==> src/rtl/reaction_timer.sv <==
// reaction_timer: BCD millisecond reaction timer with false-start/timeout detection.
// Optional best-time tracking is compiled in with BEST_TIME_EN.
module reaction_timer #(
  parameter logic [15:0] TIMEOUT_BCD = 16'h9999
) (
  input  logic        clk,
  input  logic        rst,
  input  logic        tick_ms,
  input  logic        arm,
  input  logic        go,
  input  logic        key_n,
  output logic [3:0]  bcd0,
  output logic [3:0]  bcd1,
  output logic [3:0]  bcd2,
  output logic [3:0]  bcd3,
  output logic        valid,
  output logic        false_start,
  output logic        timeout,
  output logic        busy
`ifdef BEST_TIME_EN
  ,
  output logic [15:0] best_bcd,
  output logic        best_new
`endif
);
  typedef enum logic [1:0] {IDLE, ARMED, TIMING, DONE} state_t;
  state_t      state_q, state_d;
  logic [15:0] cnt_q, cnt_d;
  logic [2:0]  flag_q, flag_d;
  logic        s1_q, s2_q, s3_q, press;
  function automatic logic [15:0] bcd_inc(input logic [15:0] v);
    logic [15:0] r;
    logic        c;
    c = 1'b1;
    for (int i = 0; i < 4; i++) begin
      r[4*i+:4] = c ? (v[4*i+:4] == 4'd9 ? 4'd0 : v[4*i+:4] + 4'd1) : v[4*i+:4];
      c = c & (v[4*i+:4] == 4'd9);
    end
    return r;
  endfunction
  // Only a fresh falling edge of the synchronised key counts as a press.
  assign press = s3_q & ~s2_q;
  always_comb begin
    state_d = state_q;
    cnt_d   = cnt_q;
    flag_d  = flag_q;
    if (arm) begin
      state_d = ARMED;
      cnt_d   = '0;
      flag_d  = '0;
    end else begin
      case (state_q)
        ARMED: begin
          if (press) begin
            state_d = DONE;
            flag_d  = 3'b010;
          end else if (go) state_d = TIMING;
        end
        TIMING: begin
          if (press) begin
            state_d = DONE;
            flag_d  = 3'b100;
          end else if (tick_ms) begin
            if (cnt_q == TIMEOUT_BCD) begin
              state_d = DONE;
              flag_d  = 3'b001;
            end else cnt_d = bcd_inc(cnt_q);
          end
        end
        default: ;
      endcase
    end
  end
  always_ff @(posedge clk) begin
    if (rst) begin
      state_q <= IDLE;
      cnt_q   <= '0;
      flag_q  <= '0;
      s1_q    <= 1'b1;
      s2_q    <= 1'b1;
      s3_q    <= 1'b1;
    end else begin
      state_q <= state_d;
      cnt_q   <= cnt_d;
      flag_q  <= flag_d;
      s1_q    <= key_n;
      s2_q    <= s1_q;
      s3_q    <= s2_q;
    end
  end
  assign {bcd3, bcd2, bcd1, bcd0}     = cnt_q;
  assign {valid, false_start, timeout} = flag_q;
  assign busy = (state_q == ARMED) || (state_q == TIMING);
`ifdef BEST_TIME_EN
  logic [15:0] best_q;
  logic        best_new_q, better;
  // BCD ordering matches binary ordering, so a plain compare suffices.
  assign better = (state_q == TIMING) && !arm && press && (cnt_q < best_q);
  always_ff @(posedge clk) begin
    if (rst) begin
      best_q     <= 16'h9999;
      best_new_q <= 1'b0;
    end else begin
      best_q     <= better ? cnt_q : best_q;
      best_new_q <= better;
    end
  end
  assign best_bcd = best_q;
  assign best_new = best_new_q;
`endif
endmodule

==> config.mk <==
export PLATFORM = sky130hd
export DESIGN_NAME = reaction_timer
export DESIGN_NICKNAME = d
export VERILOG_FILES = /design/src/rtl/reaction_timer.sv
export SDC_FILE = /design/constraint.sdc
export NUM_CORES = 1
export LEC_CHECK = 0
export ABC_AREA = 1
export BUFFER_PORTS_ARGS = -buffer_cell sky130_fd_sc_hd__buf_2
export CAP_MARGIN = 20
export CELL_PAD_IN_SITES_DETAIL_PLACEMENT = 0
export CELL_PAD_IN_SITES_GLOBAL_PLACEMENT = 1
export CORE_ASPECT_RATIO = 0.7
export CORE_MARGIN = 5
export CORE_UTILIZATION = 38
export CTS_CLUSTER_SIZE = 12
export DETAILED_ROUTE_END_ITERATION = 10
export GPL_TIMING_DRIVEN = 0
export PLACE_DENSITY_LB_ADDON = 0.25
export REMOVE_ABC_BUFFERS = 1
export SYNTH_ARGS = -nofsm -noshare
export SYNTH_HDL_FRONTEND = slang
export SYNTH_SLANG_ARGS = --single-unit
==> constraint.sdc <==
create_clock -name clk -period 1.9 [get_ports clk]
set_input_delay 0.38 -clock clk [delete_from_list [all_inputs] [get_ports clk]]
set_output_delay 0.38 -clock clk [all_outputs]
set_load 0.02 [all_outputs]
Word-level counts from Yosys, hierarchy flattened
Index checks and enable logic that the tools add are counted.
Operators by class
  div/mod/pow operators: 0
  shift-type cells: 0
  $mul: 0
  bitwise logic cells: 6
  multiplexer cells: 16
  reduce and logical (&&, ||, !) cells: 11
  $add $sub $neg: 4
  order comparisons: 0
  eq/ne operators: 14
Operators by type and width (number)
  $add A4 B1 Y4 const B: 4
  $eq A16 B16 Y1 const B: 1
  $eq A4 B4 Y1 const B: 4
  $mux W4: 4
  $reduce_and A4 Y1: 4
  $reduce_and A5 Y1: 3
  $mux W3: 4
  $ne A4 B4 Y1 const B: 3
  $mux W2: 5
  $ne A3 B3 Y1 const B: 3
  $pmux W3 S2: 1
  $pmux W2 S2: 1
  $and A1 B1 Y1: 3
  $not A1 Y1: 3
  $reduce_bool A3 Y1: 1
  $eq A2 B1 Y1 const B: 1
  $eq A2 B2 Y1 const B: 1
  $ne A2 B2 Y1 const B: 1
  $reduce_bool A2 Y1: 1
  $reduce_or A2 Y1: 1
  $logic_or A1 B1 Y1: 1
  $mux W1: 1
Word-level totals
  bits in read-only memories: 0
  memories kept: 0
  RAM bits: 0
  flip-flop bits (word level): 24
  word-level logic and storage cells: 61
  bits in latches: 0
  output and inout bits: 20
  input bits: 6

Depth between registers and ports, before layout
Gate-level depths: netlist (run 1).
  depth after elaboration: 6
  gate-level depth with buffers: 11
  mapped depth without buffers: 11

Worst setup path before layout (run 1)
Ideal clock, no wire load.
  kind: flip-flop to flip-flop
  start point: register cnt_q[4]
  end point: register cnt_q[2]
  data arrival time: 1.368 ns
  buffers on the path: 1
  cell stages (with the launch flop): 11
  required time: 1.768 ns
  setup slack: 0.400 ns
  path through: dfxtp_1 inv_2 nor2_4 nand2_2 nor2_4 nand2_4 nand2_4 nor2_8 buf_6 nand3b_1 a21oi_1
Between the ends
  word-level cells in the longest chain between the ends: 3
RTL lines
  start: declaration: RTL line 28  | logic [15:0] cnt_q, cnt_d;
  start signal: assignment: RTL line 84  | cnt_q <= cnt_d;
  $eq A16 B16 Y1: RTL line 64  | if (cnt_q == TIMEOUT_BCD) begin
  $not A1 Y1 (no line)
  $reduce_and A4 Y1 (no line)
No other way between the ends.
A chain may end at the register's enable or synchronous reset.

Final worst setup path (run 1)
  start point: register state_q[0]
  end point: register cnt_q[2]
Between the ends
  word-level cells in the longest chain between the ends: 2
RTL lines
  start: declaration: RTL line 27  | state_t state_q, state_d;
  start signal: assignment: RTL line 83  | state_q <= state_d;
  $eq A2 B2 Y1: RTL line 52  | case (state_q)
  $reduce_and A4 Y1 (no line)
No other way between the ends.

==> impl_metrics.csv, run 1 <==
group,metric,value,unit
route,via_per_inst,4.73,
die,ioPinCount,26,
place,port-buffer-count,25,
synthesis,yosysTopAreaCell,"dfxtp_1",
timing,setup-violations-final,0,
power,p_per_area,623,nW/um^2
synthesis,post-synth-top-area-fraction,36.4,%
clock_tree,cts_hold_buf,0,
route,wl,2.84,mm
synthesis,synth.distinct_cells,26,
route,drt_iter0_drc,75,
route,num_vias,1238,
worst_setup_path,startpoint,"state_q[0]",
synthesis,ys_seq_area_share,36.4,%
grt,grt_pass1_wl,4.97,mm
clock_tree,cts_tree,"yes",
worst_hold_path,hp-start,"key_n",
timing,relSlewSlack,62.0,%
grt,overflow,0,
power,p_total,0.961,mW
clock_tree,cts-root-buf,"clkbuf_8",
grt,grt_max_degree,18,
final_layout,antenna_cells,0,
place,pre_cts_slack,0.199,ns
timing,setup_ws,0.323,ns
timing,fin_crit,1.58,ns
timing,finalCritPeriodShare,83.0,%
power,switching_share,24.2,%
run_status,outcome,"finished clean",
route,drc,0,
clock_tree,clock-sinks,24,
route,wl_per_cell,10.8,um
clock_tree,clock_path_buffers,2,
clock_tree,post_cts_buffers,0,
synthesis,yosys-top-cells-area,"dfxtp_1 (36%), nand2_1 (11%), a21oi_1 (8.3%)",
synthesis,ys_ff_latch,24,
worst_setup_path,crit_arrival,1.71,ns
die,fp.dieH,59.3,um
run,drv_cap,0,
worst_hold_path,whs_path_depth,2,
die,start_util,40.6,%
power,ir_worst_vdd,0.241,mV
timing,hold_violations,0,
synthesis,syn_inst,188,
worst_setup_path,critPathLaunchType,"register",
worst_hold_path,hold_end,"s1_q",
worst_hold_path,hold_class,"in2reg",
power,p_clk_share,36.1,%
timing,max_clock_freq,0.634,GHz
clock_tree,cts_made_buffers,3,
final_layout,fin_nets,224,
power,combPwrFrac,10.1,%
timing,rsz0062_at_grt,"false",
route,first_pass_iters,6,
clock_tree,post_cts_resized,0,
grt,grt_pass1_vias,1099,
power,seqPwrFrac,53.8,%
synthesis,synth_ff_type,"dfxtp_1",
worst_setup_path,ff2ff_path_depth,9,
timing,tightest_slew,0.566,ns
timing,fin_setup_tns,0,ns
route,ant_nets,0,
synthesis,yosysWarnings,0,
timing,drv_slew,0,
worst_setup_path,setup.worst_path.class,"reg2reg",
die,die_x,80.4,um
final_layout,area_growth,17.0,%
final_layout,layoutNonFillerInstCount,262,
clock_tree,clkLatencyLatePin,0.26,ns
worst_setup_path,crit_required,2.04,ns
final_layout,drive_above_1_share,24.2,%
power,p_leak,0.699,nW
power,netSwitchingPower,0.232,mW
worst_setup_path,rrSetupSlack,0.32,ns
grt,grt_use_total,12.9,%
worst_setup_path,r2r-end,"cnt_q[2]",
worst_setup_path,end_kind,"register",
die,rows,17,
timing,finalClockSkew,0.00331,ns
synthesis,syn_avg_cell_area,7.02,sq um
worst_setup_path,r2r-start,"state_q[0]",
worst_setup_path,critPathMaxFanout,15,
grt,grt_antenna_before_repair,0,
place,place_congestion,0.832,
clock_tree,htree_num_levels,1,
synthesis,synth_edf_count,0,
die,die_area,4770,sq um
power,internal-power,0.729,mW
clock_tree,clk_pin_slew_worst_paths,0.09,ns
place,placed_cells,258,
synthesis,async_flop_share,0,%
place,dp_hpwl,2.12,mm
synthesis,synth_area,1320,sq um
die,core,3250,sq um
## metal layers
metal  vias up  global-route usage, %  part of all wire (%)  routed length, um
met4         0                   1.45                  0.39                 11
met5         -                      0                     0                  0
met2        24                   20.0                    41               1160
met3         2                   4.10                   5.2                149
li1        662                      -                     -                  -
met1       550                   18.2                    54               1520
## cell type report
type / count / area, sq um
clock buffers: 4 / 55.1
fillers: 355 / 1710
inverters: 29 / 109
multi-input cells: 133 / 716
flip-flops and latches: 24 / 480
well taps: 47 / 58.8
repair buffers: 25 / 125
## critical path: stages, from the launching register on
cell	delay, ns
dfxtp_1	0.34
inv_1	0.06
ha_1	0.25
nand2_1	0.10
inv_2	0.11
nand2_4	0.09
nor2_8	0.21
clkinv_1	0.14
nand2_1	0.08
a21oi_1	0.06
## worst max path at each step
stage	to	slack [ns]	cells past startpoint
2_1_floorplan	cnt_q[15]	0.44	11
3_3_place_gp	cnt_q[12]	0.27	4
3_5_place_dp	cnt_q[2]	0.20	4
4_1_cts	busy	0.31	4
5_1_grt	cnt_q[1]	0.17	9
6_report	cnt_q[2]	0.32	9
## Yosys cell counts, types with 4 or more instances
master   instances
nand2_1         39
dfxtp_1         24
a21oi_1         22
inv_1           21
nand3_1         16
nor2_1          13
o21ai_0         10
inv_2            6
nand4_1          5
xor2_1           5
nand2_2          4
## cell families after synthesis
logic type,synth area share (%)
flops,36.4
compound gates,13.2
fa+ha+maj,1.90
xor+xnor,3.98
simple gates,35.2
buf+inv,9.38
## power by group through the flow
| stage | Combinational [mW] | Clock, mW | Sequential (mW) |
|---|---|---|---|
| after detailed placement | 0.0966 | 0 | 0.529 |
| final | 0.0972 | 0.347 | 0.517 |
| after floorplan | 0.0645 | 0 | 0.531 |
| after global routing | 0.109 | 0.386 | 0.519 |
| after CTS | 0.0972 | 0.363 | 0.517 |
| after global placement | 0.0941 | 0 | 0.528 |
## metrics by stage
| step | area (sq um) | hold WS, ns | utilization (%) |
|---|---|---|---|
| floorplan | 1310 | 0.389 | - |
| global placement | 1490 | 0.391 | 45.8 |
| detailed placement | 1490 | 0.396 | 45.8 |
| CTS | 1540 | 0.282 | 47.4 |
| global route | 1540 | 0.286 | 47.4 |
| finish | 1540 | 0.290 | 47.4 |
## registers in the layout, summed over array words and instances (netlist names)
signal	count
s2_q	1
s3_q	1
cnt_q	16
state_q	2
s1_q	1
flag_q	3
## placed cells by master, fill, tap and decap left out, types with 2 or more instances in the layout
cell	count
clkbuf_8	4
nor2_1	13
a21oi_1	22
inv_2	6
xor2_1	5
clkinv_1	2
o21ai_0	10
inv_1	21
nand2_4	2
buf_2	25
dfxtp_1	24
nor2_4	2
nand3_1	16
or2_2	3
nand2_1	39
nand4_1	5
nand2_2	4
ha_1	2
nor2_2	3
Power figures use the tool's default switching activity.
==> run 2: changes to the inputs <==
- ABC_AREA: 1 -> 0
- CORE_UTILIZATION: 38 -> 40
- clock period: 1.9 -> 1.6 ns (I/O delays scaled with it)
==> run 2 against run 1 <==
- the flow now finishes with violations (negative setup slack)
- die area fell by 5.1%
- final cell count down 13%
- clock power down 1%
- sequential power rose by 18%
- final area grew 7.4%
- sequential cell count unchanged
- via count rose by 3.8%
- non-clock buffer count grew 11
- register-to-register slack worse by 0.49 ns
- utilization up 5.2 points
- synthesized cell count is 17% lower
- combinational power increased by 0.5%
- critical endpoint is now cnt_q[15]
- largest cell class unchanged
==> impl_metrics.csv, run 2 <==
group,metric,value,unit
run_status,outcome,"finished with violations",
run_status,violations,"negative setup slack",
final_layout,drive_above_1_share,36.0,%
grt,grt_pass1_vias,1121,
place,place_congestion,0.814,
grt,grt_use_total,13.7,%
worst_hold_path,hold_class,"in2reg",
timing,fin_crit,1.77,ns
synthesis,synth_most_common_cell,"dfxtp_1",
worst_setup_path,path_buf_inv,2,
route,first_pass_iters,4,
final_layout,layoutNonFillerInstCount,227,
synthesis,yosysTopAreaCell,"dfxtp_1",
synthesis,syn_avg_cell_area,8.37,sq um
timing,finalCritPeriodShare,111,%
synthesis,synth_ff_type,"dfxtp_1",
timing,tightest_slew,0.474,ns
die,start_util,41.5,%
timing,fin_setup_tns,-0.765,ns
final_layout,finish.instance_area,1660,sq um
timing,drv_slew,0,
die,die_x,78.3,um
place,port-buffer-count,25,
synthesis,yosysWarnings,0,
timing,max_clock_freq,0.565,GHz
final_layout,regArea,489,sq um
worst_setup_path,critPathMaxFanout,6,
die,ioPinCount,26,
synthesis,ys_ff_latch,24,
synthesis,ys_seq_area_share,36.8,%
worst_setup_path,critPathLaunchType,"register",
synthesis,synth.cells.most_frequent,"dfxtp_1 (24), a21oi_1 (14), inv_1 (12), nand2_1 (12), o21ai_0 (10)",
grt,grt_antenna_before_repair,0,
timing,relSlewSlack,68.3,%
route,via_per_inst,5.66,
place,placed_cell_area,1430,sq um
timing,finalClockSkew,0.00781,ns
final_layout,largest-register,"cnt_q",
grt,overflow,0,
clock_tree,htree_num_levels,1,
place,placed_cells,212,
clock_tree,cts_tree,"yes",
die,fp.dieH,57.8,um
final_layout,multi_input_area,827,sq um
power,internal-power,0.813,mW
grt,grt_max_degree,16,
synthesis,yosys-top-cells-area,"dfxtp_1 (37%), a21oi_1 (5.4%), o21ai_0 (3.8%)",
synthesis,synth_area,1310,sq um
power,p_leak,0.623,nW
route,num_vias,1285,
worst_setup_path,setup.worst_path.class,"reg2reg",
power,ir_worst_vdd,0.477,mV
final_layout,layout_common_cells,"buf_2 (25), dfxtp_1 (19), a21oi_1 (13)",
timing,hold_violations,0,
clock_tree,clk_pin_slew_worst_paths,0.08,ns
power,p_per_area,635,nW/um^2
final_layout,antenna_cells,0,
die,die_area,4530,sq um
route,drc,0,
power,p_clk_share,32.6,%
worst_setup_path,crit_arrival,1.96,ns
power,seqPwrFrac,58.1,%
final_layout,area_growth,26.9,%
clock_tree,clock-sinks,24,
synthesis,async_flop_share,0,%
die,rows,17,
die,core,3150,sq um
route,ant_nets,0,
route,wl,3.23,mm
final_layout,layout_commonest_cell,"buf_2",
final_layout,final_util,52.7,%
final_layout,largest_reg_flops,16,
clock_tree,clkLatencyLatePin,0.26,ns
run,drv_cap,0,
final_layout,fillers,297,
power,netSwitchingPower,0.239,mW
power,combPwrFrac,9.3,%
worst_setup_path,critPathTopFamily,"simple AND/OR/NAND/NOR gates",
worst_setup_path,crit_chain,"inv_2 > ha_4 > and4bb_4 > buf_4 > nand3_4 > or4_1 > a21oi_1",
final_layout,fin_nets,199,
synthesis,post-synth-top-area-fraction,36.8,%
timing,setup_ws,-0.170,ns
synthesis,syn_inst,156,
clock_tree,cts_made_buffers,3,
worst_setup_path,end_kind,"register",
route,drt_iter0_drc,66,
place,dp_hpwl,2.19,mm
clock_tree,cts-root-buf,"clkbuf_8",
worst_setup_path,cp_slowest_cell,"or4_1",
power,switching_share,22.8,%
worst_setup_path,slowest_delay,0.53,ns
synthesis,synth_edf_count,0,
timing,rsz0062_at_grt,"true",
synthesis,synth.distinct_cells,41,
grt,grt_pass1_wl,5.08,mm
route,wl_per_cell,14.2,um
clock_tree,clock_path_buffers,2,
worst_setup_path,crit_required,1.79,ns
timing,setup-violations-final,9,
final_layout,reg_top3,"cnt_q: 16 flops, flag_q: 3 flops, state_q: 2 flops",
[run 2: changes by cell type in the layout (fill, tap and decap cells not counted), moves of 5 or more]
cell     previous run  this run
nand2_1            39        12
nor2_1             13         3
or3_1               0         6
o31ai_1             0         5
a21oi_1            22        13
a31oi_1             1         6
xor2_1              5         0
inv_2               6         1
inv_1              21        11
dfxtp_1            24        19
nand3_1            16         5
buf_4               0        11
[run 2: worst reg2reg max path, stage by stage (launching register included)]
cell and delay [ns]:
dfxtp_2 0.33, inv_2 0.06, ha_4 0.12, and4bb_4 0.25, buf_4 0.13, nand3_4 0.13, or4_1 0.53, a21oi_1 0.15
[run 2: cell families (layout without fill, tap and decap cells)]
group / Yosys count / in the layout / share of synthesized area (%)
AO/OA/AOI/OAI: 42 / 42 / 20.1
buffers and inverters: 19 / 51 / 7.09
adder cells (fa/ha/maj): 2 / 2 / 1.92
AND/OR/NAND/NOR: 66 / 67 / 31.8
flip-flops: 24 / 24 / 36.8
multiplexers: 3 / 3 / 2.30
[run 2: stage by stage]
step / worst slack, ns / hold slack, ns / power, mW
5_1_grt: -0.233 / 0.243 / 1.09
4_1_cts: -0.104 / 0.233 / 1.07
3_5_place_dp: -0.512 / 0.407 / 0.707
2_1_floorplan: -0.241 / 0.389 / 0.679
3_3_place_gp: -0.459 / 0.395 / 0.704
6_report: -0.170 / 0.241 / 1.05
[run 2: worst paths after layout]
kind	start	to	slack, ns	cells after the start
setup / recovery	state_q[0]	cnt_q[15]	-0.17	7
hold / removal	key_n	s1_q	0.24	2
setup reg to reg	state_q[0]	cnt_q[15]	-0.17	7
hold reg to reg	s1_q	s2_q	0.42	1
[run 2: layout make-up]
type	instances	share of cell area, %
clock buffers	3	2.49
inverters	12	2.72
multi-input cells	114	49.9
flip-flops and latches	24	29.5
well taps	38	2.87
repair buffers	36	12.5
[run 2: power by group through the flow]
stage / combinational, mW / sequential, mW / clock, mW
6_report: 0.0977 / 0.611 / 0.343
5_1_grt: 0.108 / 0.612 / 0.375
4_1_cts: 0.0955 / 0.611 / 0.361
3_5_place_dp: 0.0807 / 0.626 / 0
3_3_place_gp: 0.0787 / 0.626 / 0
2_1_floorplan: 0.0529 / 0.626 / 0
[run 2: routing by layer]
metal  GRT usage [%]  part of all wire (%)
met1            19.1                    50
met4            3.49                  0.77
met3            3.73                   4.6
met5               0                     0
met2            21.0                    45
[run 2: what timing repair did]
action | CTS | global route
hold buffers | 0 | 0
cloned | 0 | 1
endpoints found under the setup margin | 17 | 13
pin swaps | 5 | 5
gates resized for setup | 11 | 13
setup buffers | 7 | 4
endpoints found under the hold margin | 0 | 0
